**src/rtl/memory_unit.sv**
```systemverilog
// Memory-interface responder: holds PC and MAR, executes one memory_op per clock
// against a synchronous byte RAM and returns read/fetch data on the shared bus.
package memory_unit_pkg;
  typedef enum logic [2:0] {
    MEM_NOP      = 3'd0,
    MEM_READ     = 3'd1,
    MEM_WRITE    = 3'd2,
    MEM_SET_ADDR = 3'd3,
    MEM_FETCH    = 3'd4,
    MEM_JUMP     = 3'd5,
    MEM_PC_INC   = 3'd6
  } memory_op_e;
endpackage

module memory_unit
  import memory_unit_pkg::*;
#(
  parameter int ADDR_WIDTH = 8,
  parameter int DEPTH      = 256
) (
  input  logic                  clock,
  input  logic                  reset_n,
  input  memory_op_e            memory_op,
  input  logic                  data_word_selector,
  input  logic                  bus_selector,
  input  logic [7:0]            bus_in,
  output logic [7:0]            bus_out,
  output logic                  bus_oe,
  output logic [ADDR_WIDTH-1:0] pc,
  output logic                  mem_fault
);

  localparam int                  IDX_W   = (DEPTH > 1) ? $clog2(DEPTH) : 1;
  localparam logic [ADDR_WIDTH:0] DEPTH_V = (ADDR_WIDTH + 1)'(DEPTH);
  localparam logic [ADDR_WIDTH-1:0] LAST_PC = ADDR_WIDTH'(DEPTH - 1);

  logic [7:0]            ram [DEPTH];
  logic [7:0]            data_q;
  logic [ADDR_WIDTH-1:0] pc_q;
  logic [ADDR_WIDTH-1:0] mar_q;
  logic [ADDR_WIDTH-1:0] acc_addr;
  logic [ADDR_WIDTH-1:0] pc_adv;
  logic [ADDR_WIDTH-1:0] bus_addr;
  logic [IDX_W-1:0]      ram_idx;
  logic                  acc_in_range;
  logic                  ram_we;

  // NOTE: every signal driven here gets a value before any condition, so no latch is inferred.
  always_comb begin
    acc_addr = mar_q;
    if (memory_op == MEM_FETCH || data_word_selector) begin
      acc_addr = pc_q;
    end
    acc_in_range = ({1'b0, acc_addr} < DEPTH_V);
    ram_idx      = acc_addr[IDX_W-1:0];
    ram_we       = (memory_op == MEM_WRITE) && acc_in_range;
    // Silent wrap at the last implemented byte; beyond DEPTH it is plain modulo arithmetic.
    pc_adv       = (pc_q == LAST_PC) ? '0 : pc_q + ADDR_WIDTH'(1);
    bus_addr     = ADDR_WIDTH'(bus_in);
  end

  // NOTE: RAM contents are deliberately not reset; only the write is held off while reset_n is low.
  always_ff @(posedge clock) begin
    if (reset_n && ram_we) begin
      ram[ram_idx] <= bus_in;
    end
  end

  // NOTE: sequential state uses non-blocking assignments so all registers update from pre-edge values.
  always_ff @(posedge clock or negedge reset_n) begin
    if (!reset_n) begin
      pc_q      <= '0;
      mar_q     <= '0;
      data_q    <= 8'h00;
      mem_fault <= 1'b0;
    end else begin
      case (memory_op)
        MEM_READ: begin
          data_q <= acc_in_range ? ram[ram_idx] : 8'h00;
          if (!acc_in_range) mem_fault <= 1'b1;
        end
        MEM_WRITE: begin
          if (!acc_in_range) mem_fault <= 1'b1;
        end
        MEM_SET_ADDR: mar_q <= bus_addr;
        MEM_FETCH: begin
          data_q <= acc_in_range ? ram[ram_idx] : 8'h00;
          if (!acc_in_range) mem_fault <= 1'b1;
          pc_q <= pc_adv;
        end
        MEM_JUMP:   pc_q <= bus_addr;
        MEM_PC_INC: pc_q <= pc_adv;
        default: ;
      endcase
    end
  end

  // Freshness of data_q is the microcode's job; the bus enable simply follows the control word.
  assign bus_out = data_q;
  assign bus_oe  = bus_selector;
  assign pc      = pc_q;

endmodule

```
**config.mk**
```make
export PLATFORM = sky130hd
export DESIGN_NAME = memory_unit
export DESIGN_NICKNAME = d
export VERILOG_FILES = /design/src/rtl/memory_unit.sv
export SDC_FILE = /design/constraint.sdc
export NUM_CORES = 2
export LEC_CHECK = 0
export ABC_AREA = 0
export CORE_UTILIZATION = 50
export CTS_BUF_LIST = sky130_fd_sc_hd__clkbuf_2
export DETAILED_ROUTE_END_ITERATION = 8
export PLACE_DENSITY = 0.74
export SLEW_MARGIN = 20
export SYNTH_ARGS = -nofsm -noshare
export SYNTH_HDL_FRONTEND = slang
export SYNTH_SLANG_ARGS = --single-unit
```
**constraint.sdc**
```tcl
create_clock -name clock -period 3.51 [get_ports clock]
set_clock_uncertainty 0.15 [all_clocks]
set_input_delay 1.053 -clock clock [delete_from_list [all_inputs] [get_ports clock]]
set_output_delay 1.053 -clock clock [all_outputs]
set_load 0.02 [all_outputs]
```
==> flow_metrics.env <==
export IMPL_status="finished, violations left"
export IMPL_failed_checks="negative setup slack"
export IMPL_synth_adder_area_share_pct=0.0154
export IMPL_grt_pass1_vias=52400
export IMPL_layout_cells_non_filler=8851
export IMPL_drcViolationCount=0
export IMPL_clkSinkCount=2072
export IMPL_avgViaCountPerCell=6.02
export IMPL_rsz0062_at_grt="true"
export IMPL_die_w_um=405
export IMPL_dr_first_iter_drc_count=7470
export IMPL_grt_max_degree=99
export IMPL_cp_required_ns=2.31
export IMPL_reg2regPathDepth=13
export IMPL_setup_viol=16
export IMPL_path_buf_inv=1
export IMPL_power_frac_seq_pct=51.5
export IMPL_cp_slowest_stage_delay_ns=0.51
export IMPL_power_leakage_nw=34.0
export IMPL_gp_congestion=0.956
export IMPL_die_area_mm2=0.164
export IMPL_intPower_mw=37.3
export IMPL_critPathTopFamily="flip-flops"
export IMPL_portBuffers=29
export IMPL_synth_simple_area_share_pct=11.0
export IMPL_worstMarginPinSlew_ns=1.28
export IMPL_vias=53300
export IMPL_rows=147
export IMPL_clockBufferDepth=4
export IMPL_p_sw_share_pct=30.0
export IMPL_synth_nets=5254
export IMPL_io_pin_count=33
export IMPL_synthXorXnorAreaFrac_pct=0.0108
export IMPL_r2r_slack_ns=0.02
export IMPL_end_kind="output pin"
export IMPL_start_util_pct=50.5
export IMPL_yosysWarnings=0
export IMPL_fmax_mhz=259
export IMPL_grt_use_total_pct=28.6
export IMPL_die_h_um=405
export IMPL_dp_hpwl_mm=155
export IMPL_r2r_start="pc[0]$_DFFE_PN0P_"
export IMPL_crit_path_start_kind="register"
export IMPL_tritoncts="yes"
export IMPL_synth_top_area_cell="edfxtp_1"
export IMPL_timing_rr_end="bus_out[5]$_DFFE_PN0P_"
export IMPL_comb_power_share_pct=20.4
export IMPL_wl_per_cell_um=26.7
export IMPL_ant_nets=0
export IMPL_grt_pass1_wl_mm=341
export IMPL_crit_slowest_cell="dfrtp_2"
export IMPL_synth_common_cells="edfxtp_1, nand2_1, nand3_1"
export IMPL_finalCriticalPeriod_ns=3.86
export IMPL_dp_cells=7924
export IMPL_worstPathCellList="buf_6"
export IMPL_synth_cell_types=76
export IMPL_fin_ws_ns=-0.347
export IMPL_clk_latency_ns=1.97
export IMPL_cp_arrival_ns=2.65
export IMPL_crit_type="reg -> out"
export IMPL_crit_cells=1
export IMPL_synth_edf_count=2048
export IMPL_synth_seq_cells=2072
export IMPL_vdd_ir_drop_max_uv=405
export IMPL_relSlewSlack_pct=14.5
export IMPL_p_clk_share_pct=28.1
export IMPL_grt_overflow_total=0
export IMPL_synth_seq_area_share_pct=76.3
export IMPL_switchingPower_mw=16.0
export IMPL_min_path_type="in -> reg"
export IMPL_powerDensity_mw_per_mm2=538
export IMPL_timing_final_crit_share_pct=110
export IMPL_drive_gt1_share_pct=32.0
export IMPL_synth_avg_cell_area_um2=15.5
export IMPL_crit_end="bus_out[7]"
export IMPL_final_hold_viol_count=0
export IMPL_synth_async_sr_flop_share_pct=1.16
export IMPL_drt_first_pass_iters=8
export IMPL_synth_mux_area_share_pct=6.17
export IMPL_core_mm2=0.161
export IMPL_cts_root_buffer="clkbuf_2"
export IMPL_crit_path_start="bus_out[7]$_DFFE_PN0P_"
export IMPL_synth_top_area_share_pct=75.5
export IMPL_path_max_fanout=2
export IMPL_ys_flop_type="edfxtp_1"
export IMPL_clk_pin_slew_ns=0.12
export IMPL_synth_compound_area_share_pct=4.30
export IMPL_syn_instance_count=5238
export IMPL_synth_most_common_cell="edfxtp_1"
export IMPL_regArea_mm2=0.0621
export IMPL_fillers=11500
export IMPL_maxCapViolCount=0
export IMPL_antenna_found_initial=6
export IMPL_htree_levels=5
export IMPL_syn2layout_area_growth_pct=21.5
export IMPL_dp_slack_ns=-1.72
export IMPL_fin_nets=6355
export IMPL_netlist_area_mm2=0.0814
export IMPL_finalMaxSlewViolations=0
export IMPL_multi_input_comb_area_mm2=0.0194
export IMPL_synth_top_family_by_area="simple AND/OR/NAND/NOR gates"
export IMPL_yosys_top_cells_area="edfxtp_1, nand2_1, mux4_2"
export IMPL_cts_buffers=494
export IMPL_drt_wl_total_mm=237
[through the flow]
| stage | power (mW) | TNS, ns | hold slack [ns] | cell area, µm² | util (%) |
|---|---|---|---|---|---|
| global route | 55.0 | -5.33 | 0.0730 | 98900 | 61.4 |
| global placement | 37.9 | -2012.75 | 0.344 | 93500 | 58.1 |
| detailed placement | 38.1 | -2010.05 | 0.348 | 93500 | 58.1 |
| CTS | 52.9 | -6.47 | 0.0271 | 98300 | 61.0 |
| finish | 53.2 | -3.00 | 0.192 | 98900 | 61.4 |
| floorplan | 32.7 | -358.26 | 0.330 | 83200 | - |
[cells by family after synthesis]
family,count (synthesis)
flip-flops,2072
other,1
buffers and inverters,346
adder cells (fa/ha/maj),1
XOR/XNOR,1
AO/OA/AOI/OAI,468
multiplexers,273
AND/OR/NAND/NOR,2076
[power by group through the flow]
stage | clock (mW) | combinational, mW | sequential, mW
after CTS | 15.2 | 10.4 | 27.4
after floorplan | 0 | 4.73 | 27.9
final | 15.0 | 10.9 | 27.4
after detailed placement | 0 | 10.1 | 27.9
after global placement | 0 | 9.98 | 27.9
after global routing | 16.3 | 11.2 | 27.4
[cell type report]
| cell class | count | area share, % |
|---|---|---|
| inverters | 5 | 0.0190 |
| clock inverters | 139 | 0.681 |
| multi-input cells | 2821 | 19.6 |
| repair buffers | 945 | 10.6 |
| clock buffers | 701 | 3.55 |
| flip-flops and latches | 2072 | 62.8 |
| diodes | 8 | 0.0202 |
| well taps | 2160 | 2.73 |
[metal layers]
metal	track usage, %	vias up	part of all wire [%]
li1	-	22700	-
met1	38.1	26400	37
met2	43.6	3573	46
met3	7.96	563	12
met4	13.8	0	5.1
met5	0	-	0
[state kept, by name (all words and copies together), names as in the netlist]
| signal | cells |
|---|---|
| ram | 2048 |
| bus_out | 8 |
| mar_q | 8 |
| pc | 8 |
[worst min path at each step]
stage                         start                      to  slack, ns  cells past startpoint
3_5_place_dp   mar_q[2]$_DFFE_PN0N_    mar_q[2]$_DFFE_PN0N_       0.35                      1
2_1_floorplan  mar_q[4]$_DFFE_PN0N_    mar_q[4]$_DFFE_PN0N_       0.33                      1
3_3_place_gp   mar_q[2]$_DFFE_PN0N_    mar_q[2]$_DFFE_PN0N_       0.34                      1
5_1_grt                   bus_in[3]   ram[160][3]$_DFFE_PP_       0.07                      2
6_report               memory_op[1]  bus_out[7]$_DFFE_PN0P_       0.19                      7
4_1_cts                   bus_in[3]   ram[160][3]$_DFFE_PP_       0.03                      2
[placed cells by master, fill, tap and decap left out, types with 79 or more instances in the layout]
master	instances
nand4_1	155
buf_4	636
nand2_1	1164
edfxtp_1	2048
a31oi_1	91
buf_12	228
clkbuf_2	701
mux4_2	182
mux2i_1	79
nand3_1	372
clkinv_1	117
nor2_4	185
[repair_timing]
| item | in CTS | in global routing |
|---|---|---|
| setup buffers | 21 | 32 |
| endpoints found under the setup margin | 23 | 43 |
| hold endpoints to repair | 2022 | 0 |
| gates resized for setup | 129 | 47 |
| pin swaps | 5 | 26 |
| cloned | 2 | 7 |
| hold buffers | 23 | 0 |
No activity file was read; power rests on OpenSTA's default activity.
